===== config.mk =====
export PLATFORM = sky130hd
export DESIGN_NAME = uart_tx
export DESIGN_NICKNAME = d
export VERILOG_FILES = /design/src/rtl/uart_pkg.sv /design/src/rtl/uart_tx.sv
export SDC_FILE = /design/constraint.sdc
export NUM_CORES = 1
export LEC_CHECK = 0
export CAP_MARGIN = 20
export CORE_MARGIN = 3
export CORE_UTILIZATION = 35
export CTS_BUF_LIST = sky130_fd_sc_hd__clkbuf_4 sky130_fd_sc_hd__clkbuf_8
export DETAILED_ROUTE_END_ITERATION = 8
export GPL_TIMING_DRIVEN = 0
export PLACE_DENSITY = 0.7
export SLEW_MARGIN = 20
export SYNTH_ARGS = -nofsm -noshare
export SYNTH_HDL_FRONTEND = slang
export SYNTH_SLANG_ARGS = --single-unit

===== constraint.sdc =====
create_clock -name i_clk -period 1.55 [get_ports i_clk]
set_input_delay 0.2325 -clock i_clk [delete_from_list [all_inputs] [get_ports i_clk]]
set_output_delay 0.2325 -clock i_clk [all_outputs]
set_load 0.02 [all_outputs]

===== src/rtl/uart_pkg.sv =====
// Shared UART definitions: frame state encoding and default frame format.
package uart_pkg;

  typedef enum logic [2:0] {
    IDLE,
    ARMED,
    START,
    DATA,
    PARITY,
    STOP
  } uart_state_t;

  localparam int DEF_DATA_BITS  = 8;
  localparam int DEF_PARITY_EN  = 0;
  localparam int DEF_PARITY_ODD = 0;
  localparam int DEF_STOP_BITS  = 1;

endpackage


===== src/rtl/uart_tx.sv =====
// UART transmitter: start bit, DATA_BITS LSB first, optional parity, 1-2 stop bits,
// paced by an external one-clock baud tick; o_tx is registered so it only moves on a tick.
module uart_tx
  import uart_pkg::*;
#(
  parameter int DATA_BITS  = DEF_DATA_BITS,
  parameter int PARITY_EN  = DEF_PARITY_EN,
  parameter int PARITY_ODD = DEF_PARITY_ODD,
  parameter int STOP_BITS  = DEF_STOP_BITS
) (
  input  logic                 i_clk,
  input  logic                 i_rst,
  input  logic                 i_baud_tick,
  input  logic [DATA_BITS-1:0] i_data,
  input  logic                 i_valid,
  output logic                 o_ready,
  output logic                 o_tx,
  output logic                 o_busy,
  output logic                 o_done
);

  localparam int            CW       = (DATA_BITS > 1) ? $clog2(DATA_BITS) : 1;
  localparam logic [CW-1:0] LAST_BIT = CW'(DATA_BITS - 1);

  uart_state_t          state, state_nxt;
  logic [DATA_BITS-1:0] shreg, shreg_nxt;
  logic [CW-1:0]        bit_cnt, bit_cnt_nxt;
  logic                 stop_cnt, stop_cnt_nxt;
  logic                 tx_q, tx_nxt;
  logic                 done_q, done_nxt;
  logic                 par_bit;
  logic                 last_stop;

  assign par_bit   = (^shreg) ^ (PARITY_ODD != 0);
  assign last_stop = (STOP_BITS < 2) ? 1'b1 : stop_cnt;

  // The byte stays put for the whole frame; the bit counter selects what goes out.
  always_comb begin
    state_nxt    = state;
    shreg_nxt    = shreg;
    bit_cnt_nxt  = bit_cnt;
    stop_cnt_nxt = stop_cnt;
    tx_nxt       = tx_q;
    done_nxt     = 1'b0;
    case (state)
      IDLE: begin
        tx_nxt = 1'b1;
        if (i_valid) begin
          shreg_nxt    = i_data;
          bit_cnt_nxt  = '0;
          stop_cnt_nxt = 1'b0;
          state_nxt    = ARMED;
        end
      end
      ARMED: begin
        if (i_baud_tick) begin
          state_nxt = START;
          tx_nxt    = 1'b0;
        end
      end
      START: begin
        if (i_baud_tick) begin
          state_nxt   = DATA;
          bit_cnt_nxt = '0;
          tx_nxt      = shreg[0];
        end
      end
      DATA: begin
        if (i_baud_tick) begin
          if (bit_cnt == LAST_BIT) begin
            if (PARITY_EN != 0) begin
              state_nxt = PARITY;
              tx_nxt    = par_bit;
            end else begin
              state_nxt    = STOP;
              stop_cnt_nxt = 1'b0;
              tx_nxt       = 1'b1;
            end
          end else begin
            bit_cnt_nxt = bit_cnt + 1'b1;
            tx_nxt      = shreg[bit_cnt_nxt];
          end
        end
      end
      PARITY: begin
        if (i_baud_tick) begin
          state_nxt    = STOP;
          stop_cnt_nxt = 1'b0;
          tx_nxt       = 1'b1;
        end
      end
      STOP: begin
        if (i_baud_tick) begin
          if (last_stop) begin
            state_nxt = IDLE;
            done_nxt  = 1'b1;
          end else begin
            stop_cnt_nxt = 1'b1;
          end
        end
      end
      default: begin
        state_nxt = IDLE;
        tx_nxt    = 1'b1;
      end
    endcase
  end

  always_ff @(posedge i_clk or posedge i_rst) begin
    if (i_rst) begin
      state    <= IDLE;
      shreg    <= '0;
      bit_cnt  <= '0;
      stop_cnt <= 1'b0;
      tx_q     <= 1'b1;
      done_q   <= 1'b0;
    end else begin
      state    <= state_nxt;
      shreg    <= shreg_nxt;
      bit_cnt  <= bit_cnt_nxt;
      stop_cnt <= stop_cnt_nxt;
      tx_q     <= tx_nxt;
      done_q   <= done_nxt;
    end
  end

  assign o_ready = (state == IDLE);
  assign o_busy  = ~o_ready;
  assign o_tx    = tx_q;
  assign o_done  = done_q;

endmodule


==> impl_metrics.toml <==
[logic_synthesis]
synthTopCellsByArea = "dfrtp_1, mux2_4, dfstp_2"
async_reset_ff_frac = 1.00
ys_seq_area_frac = 0.455
ys_warn_count = 0
synth_flop_cell = "dfrtp_1"
ys_types = 33
yosys-top-cells-count = "dfrtp_1, mux2_4, nor2_1"
synth_cells = 77
synth.most_common_cell = "dfrtp_1"
syn_nets = 91
ys_seq_elements = 16
synth_top_area_frac = 0.425
synth_area_sq_um = 883
post-synth-top-area-cell = "dfrtp_1"
avgSynthCellArea_sq_um = 11.5
synth_edf_count = 0

[status]
outcome = "finished, violations left"
failed_checks = "setup timing"

[setup_path]
crit_type = "register to register"
end_kind = "register"
required_ns = 1.76
critPathLaunchType = "register"
slowest_delay_ns = 0.44
r2r_setup_slack_ns = -0.01
critPathArrivalTime_ns = 1.77
crit_fanout = 2
crit_chain = "ha_4 > ha_4 > mux4_2 > nand2b_4 > nand4_1 > a31oi_1"
crit_top_cell = "ha_4"
critPathBufInv = 0
crit_family = "flip-flops"
timing.rr.start = "bit_cnt[0]$_DFFE_PP0P_"
rr_worst_depth = 6
slowest_stage = "dfrtp_2"
r2r-end = "o_tx$_DFFE_PP1P_"

[grt]
grt_pass1_vias = 645
gr-total-overflow = 0
grt_pass1_wl_um = 2900
grt_max_degree = 17
antenna_found_initial = 0
grt_usage = 0.118

[clocking]
cts-root-buf = "clkbuf_4"
cts_hold_buf = 0
cts_buffer_depth = 2
cts.sinks = 16
clk_pin_slew_ns = 0.09
ctsHtreeMaxLevel = 1
cts_tree = "yes"
cts_buffers = 3
insertion_delay_ns = 0.29

[placed_design]
gp_congestion = 0.730
dpl.cell_count = 120
hpwl_um = 1230
portBuffers = 15
place_ws_ns = -0.176
place_area_sq_mm = 0.00108

[route]
drtPass1Iterations = 4
routed_via_density = 5.19
first_iter_violations = 12
routed_wl_um = 1760
via_count = 664
wire_per_inst_um = 13.7
drtAntennaViolNets = 0
drc = 0

[sta]
final_hold_viol_count = 0
setup_tns_ns = -0.0117
finalClockSkew_ns = 0.00168
finalCritPeriodShare = 1.01
finalSetupViolCount = 1
final.setup.worst_slack_ns = -0.0117
clock.fmax_mhz = 640
period_minus_slack_ns = 1.56
rsz0062_at_grt = "true"
slew_headroom = 0.594
worst_pin_slew_ns = 0.608
slew_violations = 0

[floorplan]
boundaryPins = 16
start_util = 0.385
coreArea_sq_mm = 0.00230
rows = 17
die_x_um = 56.2
design.die.area_sq_mm = 0.00316
fp.dieH_um = 56.2

[cells_and_area]
diodes = 0
n_fill_cell = 236
area_growth_pct = 31.0
design_area_sq_mm = 0.00116
post-route-util = 0.504
final_nets = 115
finalNonFillerCells = 128
drive_above_1_share = 0.320

[run]
maxCapViolCount = 0

[power]
irDropWorstVdd_mv = 0.785
p_seq_frac = 0.351
power_density_mw_per_mm2 = 1700
p_sw_frac = 0.337
power.internal_mw = 1.31
p_clk_frac = 0.142
switchingPower_mw = 0.665
combPwrFrac = 0.507
p_leak_nw = 0.499

[worst_hold_path]
hp-class = "input port to async pin"
-- power by group through the flow --
stage | registers (mW) | logic, mW | clock network, mW
after floorplan | 0.693 | 0.643 | 0
after global placement | 0.707 | 0.804 | 0
after detailed placement | 0.713 | 0.823 | 0
after CTS | 0.695 | 0.999 | 0.295
after global routing | 0.710 | 1.10 | 0.307
final | 0.692 | 0.999 | 0.280
-- stage by stage --
stage                     hold WS, ns  power, mW
after floorplan                 0.146       1.34
after global placement          0.494       1.51
after detailed placement        0.502       1.54
after CTS                       0.330       1.99
after global routing            0.375       2.12
final                           0.301       1.97
-- worst max-delay path by stage --
stage	from	to	slack, ns	depth (start not counted)
after global routing	bit_cnt[1]$_DFFE_PP0P_	o_tx$_DFFE_PP1P_	-0.06	6
after detailed placement	bit_cnt[0]$_DFFE_PP0P_	o_tx$_DFFE_PP1P_	-0.18	6
final	bit_cnt[0]$_DFFE_PP0P_	o_tx$_DFFE_PP1P_	-0.01	6
after CTS	bit_cnt[1]$_DFFE_PP0P_	o_tx$_DFFE_PP1P_	-0.02	6
after floorplan	state[0]$_DFFE_PP0P_	shreg[0]$_DFFE_PP0P_	-0.04	5
after global placement	bit_cnt[0]$_DFFE_PP0P_	o_tx$_DFFE_PP1P_	-0.15	6
-- placed cells by master (no fill, tap or decap), types with 2 or more instances in the layout --
cell type        synthesis  final
nand2_1                  6      6
clkbuf_4                 0      3
dfrtp_1                 15     14
buf_4                    0      6
nor2_1                   7      7
mux2_4                   8      8
o21ai_0                  3      3
o31ai_1                  3      3
ha_4                     0      2
clkdlybuf4s50_1          0     12
buf_2                    2      3
mux2i_1                  2      2
nor2b_1                  2      2
a21oi_1                  3      3
nand2b_1                 3      2
-- registers in the layout (all words and copies together) (netlist names) --
register,cells
o_done,1
state,3
shreg,8
o_tx,1
bit_cnt,3
-- per-layer routing --
layer  wire length, um  global-route usage
met3               104              0.0278
met5                 0                   0
met2               856               0.194
met4                25              0.0508
met1               773               0.145
-- repair_timing --
action	4_1_cts	5_1_grt
gates resized for setup	13	2
hold endpoints to repair	0	0
pin swaps	2	3
setup endpoints to repair	15	8
setup buffers	5	0
-- cell families (layout without fill, tap and decap cells) --
| family | count (synthesis) | count (layout) | share of synthesized area |
|---|---|---|---|
| simple gates | 25 | 25 | 0.150 |
| flops | 16 | 16 | 0.455 |
| compound gates | 16 | 16 | 0.125 |
| buf+inv | 6 | 29 | 0.0467 |
| fa+ha+maj | 3 | 3 | 0.0397 |
| mux | 11 | 11 | 0.184 |
-- cell type report --
cell class | instances | area [sq um] | area share
flip-flops and latches | 16 | 403 | 0.348
repair buffers | 20 | 179 | 0.155
well taps | 28 | 35.0 | 0.0303
multi-input cells | 55 | 480 | 0.415
plain buffers | 3 | 13.8 | 0.0119
inverters | 2 | 10.0 | 0.00865
clock buffers | 4 | 36.3 | 0.0314
Note: power is estimated with default switching activity, not from simulation.
